File: src/rtl/video_timing_ctrl_if.sv
// Control and video-stream bundle for video_timing_ctrl.
// master: the controlling/consuming side; slave: the timing generator.
interface video_timing_ctrl_if #(
  parameter int unsigned IW_DW = 12,
  parameter int unsigned IH_DW = 12
);
  logic             start;
  logic             continuous;
  logic             stop;
  logic             vsync;
  logic             hsync;
  logic             dvalid;
  logic [IW_DW-1:0] x;
  logic [IH_DW-1:0] y;
  logic             busy;
  logic             frame_done;
  logic [15:0]      frame_cnt;

  modport master (
    output start, continuous, stop,
    input  vsync, hsync, dvalid, x, y, busy, frame_done, frame_cnt
  );

  modport slave (
    input  start, continuous, stop,
    output vsync, hsync, dvalid, x, y, busy, frame_done, frame_cnt
  );
endinterface

File: src/rtl/video_timing_ctrl.sv
// Frame sequencer: emits vsync/hsync/dvalid plus x/y coordinates for an IW x IH
// image with programmable blanking, single-shot or continuous, with frame counting.
module video_timing_ctrl #(
  parameter int unsigned IW     = 640,
  parameter int unsigned IH     = 480,
  parameter int unsigned IW_DW  = 12,
  parameter int unsigned IH_DW  = 12,
  parameter int unsigned VS_LEN = 2,
  parameter int unsigned VBP    = 4,
  parameter int unsigned HBLANK = 16,
  parameter int unsigned HS_LEN = 4,
  parameter int unsigned VFP    = 8
) (
  input logic                clk,
  input logic                arstn,
  video_timing_ctrl_if.slave bus
);

  localparam int unsigned MaxA   = (IW > HBLANK) ? IW : HBLANK;
  localparam int unsigned MaxB   = (VBP > VFP) ? VBP : VFP;
  localparam int unsigned MaxC   = (MaxA > MaxB) ? MaxA : MaxB;
  localparam int unsigned MaxLen = (MaxC > VS_LEN) ? MaxC : VS_LEN;
  localparam int unsigned CW     = $clog2(MaxLen + 1);

  typedef logic [CW-1:0] cnt_t;

  // Phase counter holds cycles remaining in the state minus one; zero marks the last cycle.
  localparam cnt_t VsLast  = cnt_t'(VS_LEN - 1);
  localparam cnt_t VbpLast = cnt_t'(VBP - 1);
  localparam cnt_t ActLast = cnt_t'(IW - 1);
  localparam cnt_t HblLast = cnt_t'(HBLANK - 1);
  localparam cnt_t VfpLast = cnt_t'(VFP - 1);
  localparam cnt_t HsLen   = cnt_t'(HS_LEN);
  localparam cnt_t CntOne  = cnt_t'(1);

  localparam logic [IH_DW-1:0] YLast = IH_DW'(IH - 1);

  typedef enum logic [2:0] {StIdle, StVs, StVbp, StAct, StHbl, StVfp} state_e;

  state_e           state_q;
  cnt_t             cnt_q;
  logic             vsync_q;
  logic             hsync_q;
  logic             dvalid_q;
  logic             busy_q;
  logic             done_q;
  logic             stop_pend_q;
  logic [IW_DW-1:0] x_q;
  logic [IH_DW-1:0] y_q;
  logic [15:0]      fcnt_q;

  logic last;
  logic cont_go;

  assign last    = (cnt_q == '0);
  // A stop arriving in the final cycle still counts as a request for this frame.
  assign cont_go = bus.continuous && !stop_pend_q && !bus.stop;

  // Sequencer: state, phase counter and all registered outputs.
  always_ff @(posedge clk or negedge arstn) begin
    if (!arstn) begin
      state_q     <= StIdle;
      cnt_q       <= '0;
      vsync_q     <= 1'b0;
      hsync_q     <= 1'b0;
      dvalid_q    <= 1'b0;
      busy_q      <= 1'b0;
      done_q      <= 1'b0;
      stop_pend_q <= 1'b0;
      x_q         <= '0;
      y_q         <= '0;
      fcnt_q      <= '0;
    end else begin
      done_q <= 1'b0;
      if (state_q != StIdle && bus.stop) stop_pend_q <= 1'b1;
      case (state_q)
        StIdle: begin
          // start together with stop yields a single-shot frame
          stop_pend_q <= bus.start && bus.stop;
          if (bus.start) begin
            state_q <= StVs;
            cnt_q   <= VsLast;
            vsync_q <= 1'b1;
            busy_q  <= 1'b1;
          end
        end
        StVs: begin
          if (last) begin
            state_q <= StVbp;
            cnt_q   <= VbpLast;
            vsync_q <= 1'b0;
            hsync_q <= (VbpLast < HsLen);
          end else begin
            cnt_q <= cnt_q - 1'b1;
          end
        end
        StVbp: begin
          if (last) begin
            state_q  <= StAct;
            cnt_q    <= ActLast;
            hsync_q  <= 1'b0;
            dvalid_q <= 1'b1;
            x_q      <= '0;
          end else begin
            cnt_q   <= cnt_q - 1'b1;
            hsync_q <= (cnt_q <= HsLen);
          end
        end
        StAct: begin
          if (last) begin
            dvalid_q <= 1'b0;
            x_q      <= '0;
            if (y_q == YLast) begin
              state_q <= StVfp;
              cnt_q   <= VfpLast;
              if (VfpLast == '0) begin
                done_q <= 1'b1;
                fcnt_q <= fcnt_q + 16'd1;
              end
            end else begin
              state_q <= StHbl;
              cnt_q   <= HblLast;
              hsync_q <= (HblLast < HsLen);
            end
          end else begin
            cnt_q <= cnt_q - 1'b1;
            x_q   <= x_q + 1'b1;
          end
        end
        StHbl: begin
          if (last) begin
            state_q  <= StAct;
            cnt_q    <= ActLast;
            hsync_q  <= 1'b0;
            dvalid_q <= 1'b1;
            y_q      <= y_q + 1'b1;
          end else begin
            cnt_q   <= cnt_q - 1'b1;
            hsync_q <= (cnt_q <= HsLen);
          end
        end
        StVfp: begin
          if (last) begin
            y_q <= '0;
            if (cont_go) begin
              state_q <= StVs;
              cnt_q   <= VsLast;
              vsync_q <= 1'b1;
            end else begin
              state_q     <= StIdle;
              busy_q      <= 1'b0;
              stop_pend_q <= 1'b0;
            end
          end else begin
            cnt_q <= cnt_q - 1'b1;
            // entering the final VFP cycle
            if (cnt_q == CntOne) begin
              done_q <= 1'b1;
              fcnt_q <= fcnt_q + 16'd1;
            end
          end
        end
        default: state_q <= StIdle;
      endcase
    end
  end

  assign bus.vsync      = vsync_q;
  assign bus.hsync      = hsync_q;
  assign bus.dvalid     = dvalid_q;
  assign bus.x          = x_q;
  assign bus.y          = y_q;
  assign bus.busy       = busy_q;
  assign bus.frame_done = done_q;
  assign bus.frame_cnt  = fcnt_q;

endmodule

File: src/flat_wrapper.sv
// flat-port wrapper written by rule: the top's interface ports become plain ports
module video_timing_ctrl_flat 
#(
  parameter int unsigned IW     = 640,
  parameter int unsigned IH     = 480,
  parameter int unsigned IW_DW  = 12,
  parameter int unsigned IH_DW  = 12,
  parameter int unsigned VS_LEN = 2,
  parameter int unsigned VBP    = 4,
  parameter int unsigned HBLANK = 16,
  parameter int unsigned HS_LEN = 4,
  parameter int unsigned VFP    = 8
)
  (clk, arstn, bus_start, bus_continuous, bus_stop, bus_vsync, bus_hsync, bus_dvalid, bus_x, bus_y, bus_busy, bus_frame_done, bus_frame_cnt);
  video_timing_ctrl_if #(.IW_DW(IW_DW), .IH_DW(IH_DW)) bus_i ();
  input logic clk;
  input logic arstn;
  input wire logic [$bits(bus_i.start)-1:0] bus_start;
  input wire logic [$bits(bus_i.continuous)-1:0] bus_continuous;
  input wire logic [$bits(bus_i.stop)-1:0] bus_stop;
  output wire logic [$bits(bus_i.vsync)-1:0] bus_vsync;
  output wire logic [$bits(bus_i.hsync)-1:0] bus_hsync;
  output wire logic [$bits(bus_i.dvalid)-1:0] bus_dvalid;
  output wire logic [$bits(bus_i.x)-1:0] bus_x;
  output wire logic [$bits(bus_i.y)-1:0] bus_y;
  output wire logic [$bits(bus_i.busy)-1:0] bus_busy;
  output wire logic [$bits(bus_i.frame_done)-1:0] bus_frame_done;
  output wire logic [$bits(bus_i.frame_cnt)-1:0] bus_frame_cnt;
  assign bus_i.start = bus_start;
  assign bus_i.continuous = bus_continuous;
  assign bus_i.stop = bus_stop;
  assign bus_vsync = bus_i.vsync;
  assign bus_hsync = bus_i.hsync;
  assign bus_dvalid = bus_i.dvalid;
  assign bus_x = bus_i.x;
  assign bus_y = bus_i.y;
  assign bus_busy = bus_i.busy;
  assign bus_frame_done = bus_i.frame_done;
  assign bus_frame_cnt = bus_i.frame_cnt;
  video_timing_ctrl #(.IW(IW), .IH(IH), .IW_DW(IW_DW), .IH_DW(IH_DW), .VS_LEN(VS_LEN), .VBP(VBP), .HBLANK(HBLANK), .HS_LEN(HS_LEN), .VFP(VFP)) u_core (.clk(clk), .arstn(arstn), .bus(bus_i));
endmodule
File: config.mk
export PLATFORM = sky130hd
export DESIGN_NAME = video_timing_ctrl_flat
export DESIGN_NICKNAME = d
export VERILOG_FILES = /design/src/rtl/video_timing_ctrl_if.sv /design/src/rtl/video_timing_ctrl.sv /design/src/flat_wrapper.sv
export SDC_FILE = /design/constraint.sdc
export NUM_CORES = 1
export LEC_CHECK = 0
export ABC_AREA = 0
export CORE_ASPECT_RATIO = 2
export CORE_MARGIN = 2
export CORE_UTILIZATION = 54
export DETAILED_ROUTE_END_ITERATION = 6
export GPL_ROUTABILITY_DRIVEN = 0
export PLACE_DENSITY = 0.8
export SLEW_MARGIN = 20
export SYNTH_ARGS = -nofsm -noshare
export SYNTH_HDL_FRONTEND = slang
export SYNTH_SLANG_ARGS = --single-unit
File: constraint.sdc
create_clock -name clk -period 2.5 [get_ports clk]
set_input_delay 0.5 -clock clk [delete_from_list [all_inputs] [get_ports clk]]
set_output_delay 0.5 -clock clk [all_outputs]
set_load 0.01 [all_outputs]
==> impl_metrics.xml <==
<?xml version="1.0" encoding="UTF-8"?>
<metrics>
  <group name="run_status">
    <metric name="run_status" unit="">complete, no violations</metric>
  </group>
  <group name="min_path">
    <metric name="timing.hold.worst.class" unit="">primary input to async pin</metric>
  </group>
  <group name="timing">
    <metric name="finalSetupTns" unit="ns">0</metric>
    <metric name="max_clock_freq" unit="GHz">0.4402</metric>
    <metric name="report.final.slew_viol_count" unit="">0</metric>
    <metric name="post-route-worst-setup-slack" unit="ns">0.2284</metric>
    <metric name="finalHoldViolCount" unit="">0</metric>
    <metric name="period_share" unit="">0.9086</metric>
    <metric name="setup_viol" unit="">0</metric>
    <metric name="rsz0062_at_grt" unit="">no</metric>
    <metric name="max-slew-margin-rel" unit="">0.6230</metric>
    <metric name="finalWorstPathRequiredPeriod" unit="ns">2.272</metric>
    <metric name="fin_worst_skew" unit="ns">0.004149</metric>
    <metric name="max_slew.worst_pin.slew" unit="ns">0.5656</metric>
  </group>
  <group name="floorplanning">
    <metric name="dieArea" unit="um^2">6608</metric>
    <metric name="floorplan.core_area" unit="um^2">5709</metric>
    <metric name="std_cell_rows" unit="">39</metric>
    <metric name="initial_core_util" unit="">0.5617</metric>
    <metric name="dieWidth" unit="um">58.49</metric>
    <metric name="floorplan.io_pins" unit="">50</metric>
    <metric name="die_height" unit="um">113.0</metric>
  </group>
  <group name="routing">
    <metric name="drc" unit="">0</metric>
    <metric name="drt_iter0_markers" unit="">171</metric>
    <metric name="postRouteAntennaNets" unit="">0</metric>
    <metric name="routed_wl" unit="mm">8.206</metric>
    <metric name="dr.pass1.iters" unit="">4</metric>
    <metric name="drt-wirelength-per-cell" unit="um">17.17</metric>
    <metric name="route.vias.total" unit="">3017</metric>
    <metric name="route.detailed.vias_per_inst" unit="">6.312</metric>
  </group>
  <group name="cells_and_area">
    <metric name="sequential_cell_area" unit="um^2">1476</metric>
    <metric name="area_delta_synth_final" unit="%">28.72</metric>
    <metric name="multi_input_comb_area" unit="um^2">1628</metric>
    <metric name="num-nets-final" unit="">423</metric>
    <metric name="layout-drive-gt1-share" unit="">0.09113</metric>
    <metric name="antennaDiodeCount" unit="">0</metric>
    <metric name="filler_cell_count" unit="">431</metric>
  </group>
  <group name="worst_setup_path">
    <metric name="critPathMaxFanout" unit="">7</metric>
    <metric name="worst_path_largest_cell_delay" unit="ns">0.43</metric>
    <metric name="critical_path.slowest_cell" unit="">sky130_fd_sc_hd__dfrtp_1</metric>
    <metric name="worstSetupEndpointType" unit="">flip-flop</metric>
    <metric name="timing.critical_path.required" unit="ns">2.72</metric>
    <metric name="critical_path_arrival" unit="ns">2.49</metric>
    <metric name="family_with_the_most_delay_on_the_worst_path" unit="">simple AND/OR/NAND/NOR gates</metric>
    <metric name="path_class" unit="">flip-flop to flip-flop</metric>
    <metric name="path_cells" unit="">inv_1 -&gt; ha_1 -&gt; nor3b_2 -&gt; nand3_1 -&gt; nor2_1 -&gt; nand2_1 -&gt; a22o_1</metric>
    <metric name="worstRegToRegCells" unit="">7</metric>
    <metric name="reg2reg_slack" unit="ns">0.23</metric>
    <metric name="worstReg2RegEnd" unit="">u_core.bus.busy</metric>
    <metric name="critical_path_buffers_and_inverters" unit="">1</metric>
    <metric name="worst_setup_path_start_kind" unit="">flip-flop</metric>
    <metric name="r2r-start" unit="">u_core.cnt_q[0]</metric>
  </group>
  <group name="yosys">
    <metric name="yosysWarnings" unit="">0</metric>
    <metric name="postSynthCellCount" unit="">355</metric>
    <metric name="post_synth.cell_area_avg" unit="um^2">9.033</metric>
    <metric name="post-synth-top-area-fraction" unit="">0.4604</metric>
    <metric name="syn-num-nets" unit="">366</metric>
    <metric name="synth-edff-count" unit="">0</metric>
    <metric name="async_flop_share" unit="">1.000</metric>
    <metric name="synthFlopType" unit="">sky130_fd_sc_hd__dfrtp_1</metric>
    <metric name="synth-seq-area-share" unit="">0.4604</metric>
    <metric name="ys_types" unit="">43</metric>
    <metric name="netlist.top_cell.by_area" unit="">sky130_fd_sc_hd__dfrtp_1</metric>
    <metric name="post_synth_main_area_contributors" unit="">sky130_fd_sc_hd__dfrtp_1 46%, sky130_fd_sc_hd__nand2_1 4.7%, sky130_fd_sc_hd__xnor2_1 4.4%</metric>
    <metric name="synthesis_stage_register_bit_count" unit="">59</metric>
    <metric name="synth_common_cells" unit="">59 x sky130_fd_sc_hd__dfrtp_1, 40 x sky130_fd_sc_hd__nand2_1, 25 x sky130_fd_sc_hd__nor2_1, 24 x sky130_fd_sc_hd__a21oi_1, 24 x sky130_fd_sc_hd__nand3_1</metric>
    <metric name="synthMostInstantiatedCell" unit="">sky130_fd_sc_hd__dfrtp_1</metric>
    <metric name="synth_area" unit="um^2">3207</metric>
  </group>
  <group name="placement">
    <metric name="dp_worst_setup_slack" unit="ns">0.1260</metric>
    <metric name="dpl.hpwl" unit="mm">5.831</metric>
    <metric name="placement.io_buffers" unit="">49</metric>
  </group>
  <group name="power_and_ir_drop">
    <metric name="power.share.switching" unit="">0.3509</metric>
    <metric name="pwr-share-clk" unit="">0.328</metric>
    <metric name="p_leak" unit="nW">1.804</metric>
    <metric name="power.ir.vdd_worst" unit="mV">0.8829</metric>
    <metric name="seq_power_share" unit="">0.354</metric>
    <metric name="pwr_density_cell" unit="nW/um^2">944.7</metric>
    <metric name="comb_power_share" unit="">0.318</metric>
    <metric name="cell_internal_pwr" unit="mW">2.531</metric>
    <metric name="power.switching" unit="mW">1.368</metric>
  </group>
  <group name="global_route">
    <metric name="grt.total_usage" unit="">0.2641</metric>
    <metric name="wire_length_of_the_first_global_routing_pass" unit="mm">13.30</metric>
    <metric name="grt_antenna_before_repair" unit="">0</metric>
    <metric name="grt.overflow.total" unit="">0</metric>
    <metric name="vias_in_the_first_global_route" unit="">2885</metric>
    <metric name="grt_max_degree" unit="">37</metric>
  </group>
  <group name="clocking">
    <metric name="post_cts_hold_buffer_count" unit="">0</metric>
    <metric name="cts_max_level" unit="">3</metric>
    <metric name="clock_tree.buffer_depth" unit="">2</metric>
    <metric name="tritoncts" unit="">done</metric>
    <metric name="cts-root-buf" unit="">sky130_fd_sc_hd__clkbuf_16</metric>
    <metric name="clk_pin_slew" unit="ns">0.05</metric>
    <metric name="cts_made_buffers" unit="">9</metric>
    <metric name="clock-sinks" unit="">59</metric>
    <metric name="clkLatencyLatePin" unit="ns">0.33</metric>
  </group>
  <group name="job">
    <metric name="max-cap-violations" unit="">0</metric>
  </group>
</metrics>
layer usage:
metal,vias up,wire (um),global-route usage
li1,1408,-,-
met1,1462,3000,0.2795
met2,117,4474,0.4614
met3,30,400,0.06057
met4,0,331,0.1488
met5,-,0,0
worst max path at each step:
stage | startpoint | end | cells after the start
after CTS | u_core.cnt_q[0] | u_core.bus.x[5] | 7
after detailed placement | u_core.cnt_q[0] | u_core.bus.x[5] | 7
after global placement | u_core.cnt_q[0] | u_core.bus.x[5] | 7
final | u_core.cnt_q[0] | u_core.bus.busy | 7
after floorplan | u_core.cnt_q[0] | u_core.cnt_q[9] | 8
after global routing | u_core.cnt_q[0] | u_core.bus.busy | 7
worst reg2reg max path, delay by kind of cell, from the launching register on:
kind,cells,cell delay [ns]
flops,1,0.43
compound gates,1,0.19
fa+ha+maj,1,0.23
buf+inv,1,0.13
simple gates,4,1.19
cells in the final DEF, fill, tap and decap left out, types with 10 or more instances in the layout:
master,synthesis,layout
sky130_fd_sc_hd__nand4_1,13,13
sky130_fd_sc_hd__clkdlybuf4s50_1,0,48
sky130_fd_sc_hd__nor3_1,16,16
sky130_fd_sc_hd__xnor2_1,16,16
sky130_fd_sc_hd__a21oi_1,24,24
sky130_fd_sc_hd__nand2_1,40,40
sky130_fd_sc_hd__buf_4,0,12
sky130_fd_sc_hd__nand3_1,24,24
sky130_fd_sc_hd__o21ai_0,22,22
sky130_fd_sc_hd__and3_1,11,10
sky130_fd_sc_hd__inv_1,10,10
sky130_fd_sc_hd__dfrtp_1,59,59
sky130_fd_sc_hd__nor2_1,25,25
logic make-up (layout without fill, tap and decap cells):
group           after synthesis  count (layout)  synth area share
mux                           3               3           0.01053
buf+inv                      26              88           0.03238
fa+ha+maj                     6               6           0.02341
simple gates                161             161            0.2653
compound gates               79              79            0.1506
flops                        59              59            0.4604
xor+xnor                     21              21           0.05735
timing repair:
item	4_1_cts	5_1_grt
endpoints found under the setup margin	0	12
hold endpoints to repair	0	0
gates resized for setup	0	1
buffers inserted	0	6
per-stage QoR:
| stage | instance area [um^2] | std cells | util | hold slack, ns | power, mW |
|---|---|---|---|---|---|
| after global placement | 3767 | 456 | 0.6599 | 0.4622 | 2.456 |
| after detailed placement | 3767 | 456 | 0.6599 | 0.4621 | 2.499 |
| after CTS | 4081 | 472 | 0.7149 | 0.1702 | 3.787 |
| after global routing | 4128 | 478 | 0.7230 | 0.2049 | 4.068 |
| after floorplan | 3207 | 355 | - | 0.2044 | 2.082 |
| final | 4128 | 478 | 0.7230 | 0.1583 | 3.899 |
sequential cells by signal, indices dropped and copies added, names as in the netlist:
register / cells
u_core.cnt_q: 10
u_core.state_q: 3
u_core.bus.frame_cnt: 16
u_core.stop_pend_q: 1
u_core.bus.x: 12
u_core.bus.y: 12
u_core.bus.dvalid: 1
u_core.bus.hsync: 1
u_core.bus.frame_done: 1
u_core.bus.busy: 1
u_core.bus.vsync: 1
layout make-up:
| class | instances | area share |
|---|---|---|
| clock buffer | 12 | 0.06457 |
| clock inverter | 4 | 0.01152 |
| inverter | 10 | 0.009094 |
| multi-input combinational | 270 | 0.3944 |
| sequential | 59 | 0.3577 |
| tap | 61 | 0.01849 |
| timing repair buffer | 62 | 0.1443 |
power groups by stage:
stage / combinational, mW / clock, mW / sequential, mW
after global routing: 1.34 / 1.32 / 1.40
after floorplan: 0.778 / 0 / 1.30
after detailed placement: 1.12 / 0 / 1.38
final: 1.24 / 1.28 / 1.38
after CTS: 1.13 / 1.29 / 1.37
after global placement: 1.08 / 0 / 1.37
No activity file was read; power rests on OpenSTA's default activity.
